==> config.mk <==
export PLATFORM = sky130hd
export DESIGN_NAME = exe_pipe_stage
export DESIGN_NICKNAME = d
export VERILOG_FILES = /design/src/rtl/exe_pkg.sv /design/src/rtl/exe_mul_iter.sv /design/src/rtl/exe_pipe_stage.sv
export SDC_FILE = /design/constraint.sdc
export NUM_CORES = 2
export LEC_CHECK = 0
export CAP_MARGIN = 20
export CORE_MARGIN = 2
export CORE_UTILIZATION = 30
export DETAILED_ROUTE_END_ITERATION = 16
export GPL_TIMING_DRIVEN = 0
export REMOVE_ABC_BUFFERS = 1
export SETUP_SLACK_MARGIN = 0.02
export SYNTH_ARGS = -nofsm -noshare
export SYNTH_HDL_FRONTEND = slang
export SYNTH_HIERARCHICAL = 1
export SYNTH_SLANG_ARGS = --single-unit
==> constraint.sdc <==
create_clock -name clk -period 28.1 [get_ports clk]
set_input_delay 5.62 -clock clk [delete_from_list [all_inputs] [get_ports clk]]
set_output_delay 5.62 -clock clk [all_outputs]
set_load 0.01 [all_outputs]
==> src/rtl/exe_pkg.sv <==
// Shared opcode, instruction-type and FSM state definitions for the
// registered execute stage.
package exe_pkg;

    localparam logic [3:0] COMP_ADD = 4'd0;
    localparam logic [3:0] COMP_SUB = 4'd1;
    localparam logic [3:0] COMP_AND = 4'd2;
    localparam logic [3:0] COMP_OR  = 4'd3;
    localparam logic [3:0] COMP_XOR = 4'd4;
    localparam logic [3:0] COMP_SLL = 4'd5;
    localparam logic [3:0] COMP_SRL = 4'd6;
    localparam logic [3:0] COMP_SRA = 4'd7;
    localparam logic [3:0] COMP_MUL = 4'd8;

    localparam logic [3:0] COND_EQ  = 4'd0;
    localparam logic [3:0] COND_NE  = 4'd1;
    localparam logic [3:0] COND_LT  = 4'd2;
    localparam logic [3:0] COND_GE  = 4'd3;
    localparam logic [3:0] COND_LTU = 4'd4;
    localparam logic [3:0] COND_GEU = 4'd5;

    localparam logic [1:0] ITYPE_R   = 2'b00;
    localparam logic [1:0] ITYPE_BR  = 2'b01;
    localparam logic [1:0] ITYPE_I   = 2'b10;
    localparam logic [1:0] ITYPE_RSV = 2'b11;

    typedef enum logic {
        IDLE,
        MUL_BUSY
    } state_t;

endpackage

==> src/rtl/exe_mul_iter.sv <==
// Iterative shift-add multiplier: XLEN/MUL_CYCLES multiplier bits per step,
// low XLEN bits of the unsigned product.
module exe_mul_iter #(
    parameter int unsigned XLEN       = 32,
    parameter int unsigned MUL_CYCLES = 4
) (
    input  logic            clk,
    input  logic            rst,
    input  logic            start,
    input  logic            abort,
    input  logic            step,
    input  logic [XLEN-1:0] a,
    input  logic [XLEN-1:0] b,
    output logic [XLEN-1:0] product,
    output logic            done
);

    localparam int unsigned STEP = XLEN / MUL_CYCLES;
    localparam int unsigned CW   = (MUL_CYCLES > 1) ? $clog2(MUL_CYCLES) : 1;

    logic [XLEN-1:0] acc;
    logic [XLEN-1:0] mcand;
    logic [XLEN-1:0] mplier;
    logic [CW-1:0]   count;
    logic [XLEN-1:0] sum;

    // product is the accumulator after this step, so the final step's
    // contribution is visible on the same edge the stage captures it.
    always_comb begin
        sum = acc;
        for (int unsigned j = 0; j < STEP; j++) begin
            if (mplier[j]) begin
                sum = sum + (mcand << j);
            end
        end
    end

    always_comb begin
        product = sum;
        done    = step && (count == CW'(MUL_CYCLES - 1));
    end

    always_ff @(posedge clk) begin
        if (rst || abort) begin
            acc    <= '0;
            mcand  <= '0;
            mplier <= '0;
            count  <= '0;
        end else if (start) begin
            acc    <= '0;
            mcand  <= a;
            mplier <= b;
            count  <= '0;
        end else if (step) begin
            acc    <= sum;
            mcand  <= mcand << STEP;
            mplier <= mplier >> STEP;
            count  <= count + 1'b1;
        end
    end

endmodule

==> src/rtl/exe_pipe_stage.sv <==
// Registered execute stage: operand/opcode selection, computational and
// conditional ALU, branch target, valid/ready handshakes and iterative MUL.
module exe_pipe_stage
    import exe_pkg::*;
#(
    parameter int unsigned XLEN       = 32,
    parameter int unsigned REG_BITS   = 4,
    parameter int unsigned MUL_CYCLES = 4
) (
    input  logic                clk,
    input  logic                rst,
    input  logic                flush,
    input  logic                in_valid,
    output logic                in_ready,
    input  logic [XLEN-1:0]     rs1_val,
    input  logic [XLEN-1:0]     rs2_val,
    input  logic [1:0]          instr_type,
    input  logic                is_computational,
    input  logic                is_load,
    input  logic                is_store,
    input  logic                needs_wb,
    input  logic [REG_BITS-1:0] rs2,
    input  logic [REG_BITS-1:0] rd,
    input  logic [XLEN-1:0]     imm,
    input  logic [XLEN-1:0]     pc_in,
    output logic                out_valid,
    input  logic                out_ready,
    output logic                z_flag,
    output logic [XLEN-1:0]     exe_out,
    output logic [XLEN-1:0]     pc_out,
    output logic [XLEN-1:0]     store_data,
    output logic                needs_wb_out,
    output logic                is_load_out,
    output logic                is_store_out,
    output logic [REG_BITS-1:0] wb_addr
);

    localparam int unsigned SHW = $clog2(XLEN);

    state_t              state;
    logic [XLEN-1:0]     op2;
    logic [3:0]          opcode;
    logic [XLEN-1:0]     alu_out;
    logic                cond_z;
    logic [XLEN-1:0]     exe_next;
    logic                z_next;
    logic                is_mul_op;
    logic                accept;
    logic [XLEN-1:0]     mul_product;
    logic                mul_done;

    logic [XLEN-1:0]     h_pc;
    logic [XLEN-1:0]     h_store_data;
    logic [REG_BITS-1:0] h_rd;
    logic                h_needs_wb;
    logic                h_is_load;
    logic                h_is_store;

    always_comb begin
        op2 = (instr_type[1] || is_load || is_store) ? imm : rs2_val;
        case (instr_type)
            ITYPE_R:  opcode = imm[3:0];
            ITYPE_BR: opcode = rd[3:0];
            ITYPE_I:  opcode = rs2[3:0];
            default:  opcode = '0;
        endcase
    end

    always_comb begin
        case (opcode)
            COMP_ADD: alu_out = rs1_val + op2;
            COMP_SUB: alu_out = rs1_val - op2;
            COMP_AND: alu_out = rs1_val & op2;
            COMP_OR:  alu_out = rs1_val | op2;
            COMP_XOR: alu_out = rs1_val ^ op2;
            COMP_SLL: alu_out = rs1_val << op2[SHW-1:0];
            COMP_SRL: alu_out = rs1_val >> op2[SHW-1:0];
            COMP_SRA: alu_out = $unsigned($signed(rs1_val) >>> op2[SHW-1:0]);
            // Only a single-cycle configuration multiplies inline.
            COMP_MUL: alu_out = (MUL_CYCLES == 1) ? rs1_val * op2 : '0;
            default:  alu_out = '0;
        endcase
    end

    always_comb begin
        case (opcode)
            COND_EQ:  cond_z = (rs1_val == op2);
            COND_NE:  cond_z = (rs1_val != op2);
            COND_LT:  cond_z = ($signed(rs1_val) <  $signed(op2));
            COND_GE:  cond_z = ($signed(rs1_val) >= $signed(op2));
            COND_LTU: cond_z = (rs1_val <  op2);
            COND_GEU: cond_z = (rs1_val >= op2);
            default:  cond_z = 1'b0;
        endcase
    end

    always_comb begin
        z_next    = is_computational ? 1'b0 : cond_z;
        exe_next  = is_computational ? alu_out : pc_in + imm;
        is_mul_op = (MUL_CYCLES > 1) && is_computational && (opcode == COMP_MUL);
        in_ready  = (state == IDLE) && (!out_valid || out_ready) && !flush;
        accept    = in_valid && in_ready;
    end

    exe_mul_iter #(
        .XLEN       (XLEN),
        .MUL_CYCLES (MUL_CYCLES)
    ) u_mul (
        .clk     (clk),
        .rst     (rst),
        .start   (accept && is_mul_op),
        .abort   (flush),
        .step    (state == MUL_BUSY),
        .a       (rs1_val),
        .b       (op2),
        .product (mul_product),
        .done    (mul_done)
    );

    always_ff @(posedge clk) begin
        if (rst) begin
            state        <= IDLE;
            out_valid    <= 1'b0;
            z_flag       <= 1'b0;
            exe_out      <= '0;
            pc_out       <= '0;
            store_data   <= '0;
            needs_wb_out <= 1'b0;
            is_load_out  <= 1'b0;
            is_store_out <= 1'b0;
            wb_addr      <= '0;
            h_pc         <= '0;
            h_store_data <= '0;
            h_rd         <= '0;
            h_needs_wb   <= 1'b0;
            h_is_load    <= 1'b0;
            h_is_store   <= 1'b0;
        end else if (flush) begin
            state     <= IDLE;
            out_valid <= 1'b0;
        end else begin
            case (state)
                IDLE: begin
                    if (accept && is_mul_op) begin
                        state        <= MUL_BUSY;
                        out_valid    <= 1'b0;
                        h_pc         <= pc_in;
                        h_store_data <= rs2_val;
                        h_rd         <= rd;
                        h_needs_wb   <= needs_wb;
                        h_is_load    <= is_load;
                        h_is_store   <= is_store;
                    end else if (accept) begin
                        out_valid    <= 1'b1;
                        z_flag       <= z_next;
                        exe_out      <= exe_next;
                        pc_out       <= pc_in;
                        store_data   <= rs2_val;
                        needs_wb_out <= needs_wb;
                        is_load_out  <= is_load;
                        is_store_out <= is_store;
                        wb_addr      <= rd;
                    end else if (out_ready) begin
                        out_valid <= 1'b0;
                    end
                end
                MUL_BUSY: begin
                    if (mul_done) begin
                        state        <= IDLE;
                        out_valid    <= 1'b1;
                        z_flag       <= 1'b0;
                        exe_out      <= mul_product;
                        pc_out       <= h_pc;
                        store_data   <= h_store_data;
                        needs_wb_out <= h_needs_wb;
                        is_load_out  <= h_is_load;
                        is_store_out <= h_is_store;
                        wb_addr      <= h_rd;
                    end
                end
                default: state <= IDLE;
            endcase
        end
    end

endmodule

==> run summary <==
The relative contribution of the clock network to total power is 0.359. The fraction of synthesis flops using an asynchronous set or reset pin works out to 0. The final clock period utilization by the worst path was 0.5990. The weighted congestion reported at the end of routability-driven placement is 0.9908, and the final count of negative-setup-slack endpoints is 0. The floorplan step set the die width to 353.2 um. The H-tree depth came out at 2.

In this run, CTS created clock tree buffers numbering 34. At the worst endpoint, the required time is 28540 ps. In this design, the critical path's most frequently occurring cell is sky130_fd_sc_hd__a21oi_1.

The number of setup buffers added after CTS was 0; the detailed-routing iteration count for the pre-antenna-repair pass was 6. The average vias per placed instance was 5.814; the number of placement rows was 128. The first global-routing pass estimated 241200 um of wire.

For the remaining max-slew budget at the tightest pin, the log shows 0.1456. TritonCTS built the clock tree. The worst hold path belongs to the class reg -> reg.

Quantity of gates resized following cts: 0. Clock skew on the completed layout was measured at 29.42 ps. The capturing element type of the critical path is a flop. Buffers inserted to repair hold after CTS numbered 0. The sink count of the clock tree was 275. Proportion of power drawn by flip-flops and latches: 0.307.

The internal portion of the total power is 0.8488 mW. The logs give 0 for the final count of hold timing violations and 29120 um2 for the multi-input combinational cell area. The number of buffers between clock root and the deepest sink was 3. The cell area after layout was 42040 um2; the maximum fanout encountered on the critical timing path was 10.

The starting utilization of the core area came out at 0.3014. Entering global routing, the biggest net connects 107 pins. The signal arrival time at the worst endpoint is 17270 ps, and the net count reported at finish is 5688. The logs give 0 ps for the final total negative setup slack and 0 for the total overflow reported by the global router. The time the final worst path needs with I/O delays and setup was 16830 ps; the static leakage power was 17.49 nW. The delay contributed by the slowest stage of the critical path is 990 ps, and the number of vias after detailed routing is 39596. Relative to the synthesized area, the layout overhead comes to 14.88%. The root buffer cell was sky130_fd_sc_hd__clkbuf_16. The count of buffers added on input and output ports is 252. Gate count after technology mapping: 5130. The per-cell routed wire length was 24.00 um. Based on the critical path, the design can be clocked at up to 0.05941 GHz. The global routing usage summed across all routing layers came out at 0.2492.

Filler cell count in the final layout: 13059. The logs give 0 for the final count of pins violating max slew and 124800 um2 for the total die area. The logs give 121400 um2 for the core area and 40850 um2 for the standard cell area after detailed placement. Yosys mapped a number of flops with a built-in enable equal to 0.

Once detailed placement completed, the half-perimeter wirelength came to 128900 um. The clock latency on the worst-skew pair was 580 ps. The routed design has 163400 um of wire. Synthesis instantiated 112 different standard cells from the library. Registers take 5518 um2. The fraction of final layout cells with drive strength greater than 1 was 0.06307.

The transition at the pin with the smallest max-transition slack is 1266 ps. Max-cap violations in this run came to 0. The mapped netlist covers 36590 um2. The mean cell area of the mapped netlist was 7.133 um2; the logic gate share of total power was 0.333.

The number of global-route vias before repair is 37736. Most used flip-flop cell after synthesis: sky130_fd_sc_hd__dfxtp_1. The analysis attributes to net switching a power of 0.4897 mW.

For this design the ratio of total power to cell area is 31.84 nW/um2. The flow ran to the end, and the final reports show no timing, DRC or antenna violations. The largest individual stage delay along the critical path comes from the cell sky130_fd_sc_hd__a211oi_1.

The number of inserted diodes came out at 0. Synthesis inferred 275 register bits. For the maximum resistive drop on vdd, the log shows 0.00004647 V.

During I/O placement, the number of pins put on the boundary was 253. In this run the remaining antenna-violating nets after routing total 0. The kind of critical path was reg -> reg. The number of antenna violations at the first check in global routing was 4; the switching share of power was 0.3659. The logs give 0.1505 for the portion of the post-synthesis area used by sequential elements and 6 for the number of warning messages in the yosys log.

After clock tree synthesis, the clock-pin slew on the worst setup and hold paths is 60 ps. The number of DRC markers in iteration 0 is 3588, and the number of DRC violations after detailed routing is 0. Setup repair after global routing left no endpoint under its margin. The die is 353.2 um tall. In the layout the commonest cells are 595 x sky130_fd_sc_hd__a21oi_1, 567 x sky130_fd_sc_hd__nor2_1, 550 x sky130_fd_sc_hd__nand2_1, 370 x sky130_fd_sc_hd__ha_1, 312 x sky130_fd_sc_hd__o21ai_0. The library cell used most frequently in the layout, excluding fill and tap cells, is sky130_fd_sc_hd__a21oi_1. Element type at the critical path start: a flop.
## sequential cells by signal, summed over array words and instances, names as in the netlist, 2 cells and up
register / count
pc_out: 32
exe_out: 32
wb_addr: 4
h_pc: 32
h_store_data: 32
u_mul/count: 2
u_mul/mplier: 32
u_mul/mcand: 32
h_rd: 4
store_data: 32
u_mul/acc: 32
## logic make-up (layout without fill, tap and decap cells)
logic type / count (synthesis) / count (layout) / share of synthesized area
AND/OR/NAND/NOR: 1648 / 1648 / 0.2025
XOR/XNOR: 216 / 216 / 0.05286
multiplexers: 316 / 316 / 0.09157
adder cells (fa/ha/maj): 380 / 380 / 0.1320
buffers and inverters: 527 / 582 / 0.05567
flip-flops: 275 / 275 / 0.1505
AO/OA/AOI/OAI: 1768 / 1768 / 0.3150
## per-layer routing
layer	up-vias	routed length [um]	part of all wire	global-route usage
li1	18774	-	-	-
met1	18997	69620	0.43	0.3203
met2	1519	76060	0.47	0.4239
met3	304	11000	0.067	0.03266
met4	2	6723	0.041	0.09106
met5	-	12	0.000073	0
## worst paths after layout
| kind | to | slack (ps) | cells after the start | from |
|---|---|---|---|---|
| worst max-delay path | exe_out[28] | 11270 | 68 | u_mul/mcand[0] |
| worst min-delay path | h_store_data[3] | 450 | 2 | h_store_data[3] |
| worst max register to register | exe_out[28] | 11270 | 68 | u_mul/mcand[0] |
| worst min register to register | h_store_data[3] | 450 | 2 | h_store_data[3] |
## synthesized netlist by cell type (26+ instances only)
cell,n,area (um2)
sky130_fd_sc_hd__nand2b_1,41,256.5
sky130_fd_sc_hd__xnor2_1,138,1209
sky130_fd_sc_hd__clkbuf_1,232,870.8
sky130_fd_sc_hd__o31ai_1,39,292.8
sky130_fd_sc_hd__ha_1,370,4629
sky130_fd_sc_hd__o22ai_1,29,181.4
sky130_fd_sc_hd__nand2_1,551,2068
sky130_fd_sc_hd__or3_1,41,256.5
sky130_fd_sc_hd__inv_1,217,814.5
sky130_fd_sc_hd__nor2_1,570,2140
sky130_fd_sc_hd__dfxtp_1,275,5505
sky130_fd_sc_hd__nand4_1,42,262.8
sky130_fd_sc_hd__nor3_1,100,500.5
sky130_fd_sc_hd__and2_1,32,200.2
sky130_fd_sc_hd__o211ai_1,54,405.4
sky130_fd_sc_hd__a211oi_1,135,1013
sky130_fd_sc_hd__a21oi_1,595,2978
sky130_fd_sc_hd__and3_1,42,262.8
sky130_fd_sc_hd__mux2i_1,204,2042
sky130_fd_sc_hd__a31oi_1,45,281.5
sky130_fd_sc_hd__buf_1,36,135.1
sky130_fd_sc_hd__a21o_1,128,960.9
sky130_fd_sc_hd__xor2_1,75,656.9
sky130_fd_sc_hd__mux2_2,103,1160
sky130_fd_sc_hd__o21a_1,66,495.5
sky130_fd_sc_hd__o21bai_1,44,330.3
sky130_fd_sc_hd__buf_2,26,130.1
sky130_fd_sc_hd__nor2b_1,35,219.0
sky130_fd_sc_hd__o21ai_0,312,1562
sky130_fd_sc_hd__nand3_1,88,440.4
## layout make-up
type / count / share of cell area
Multi-Input combinational cell: 4328 / 0.6928
Inverter: 229 / 0.02066
Timing Repair Buffer: 293 / 0.07879
Clock buffer: 47 / 0.02310
Tap cell: 1625 / 0.04837
Sequential cell: 275 / 0.1313
Clock inverter: 13 / 0.005060
## power groups by stage
stage	clock, mW	sequential (mW)	combinational [mW]
finish	0.481	0.411	0.446
global route	0.506	0.413	0.471
CTS	0.493	0.411	0.433
detailed placement	0	0.420	0.431
global placement	0	0.421	0.428
floorplan	0	0.422	0.237
## metrics by stage
stage                     worst slack (ps)  power (mW)  utilization  hold slack (ps)  std cells
after floorplan                      14620      0.6597            -            430.0       4832
after global placement                7290      0.8494       0.3292            441.0       6709
after detailed placement             11530      0.8514       0.3365            446.3       6750
after CTS                            11440       1.338       0.3463            454.6       6810
after global routing                 10140       1.390       0.3463            466.9       6810
final                                11270       1.338       0.3463            451.4       6810
## critical path, delay by kind of cell (launching register included)
kind	cells	cell delay [ps]
multiplexers	3	1000
flip-flops	1	460
AO/OA/AOI/OAI	32	7340
AND/OR/NAND/NOR	15	3290
buffers and inverters	3	320
adder cells (fa/ha/maj)	9	3290
XOR/XNOR	6	980
No activity file was read; power rests on OpenSTA's default activity.
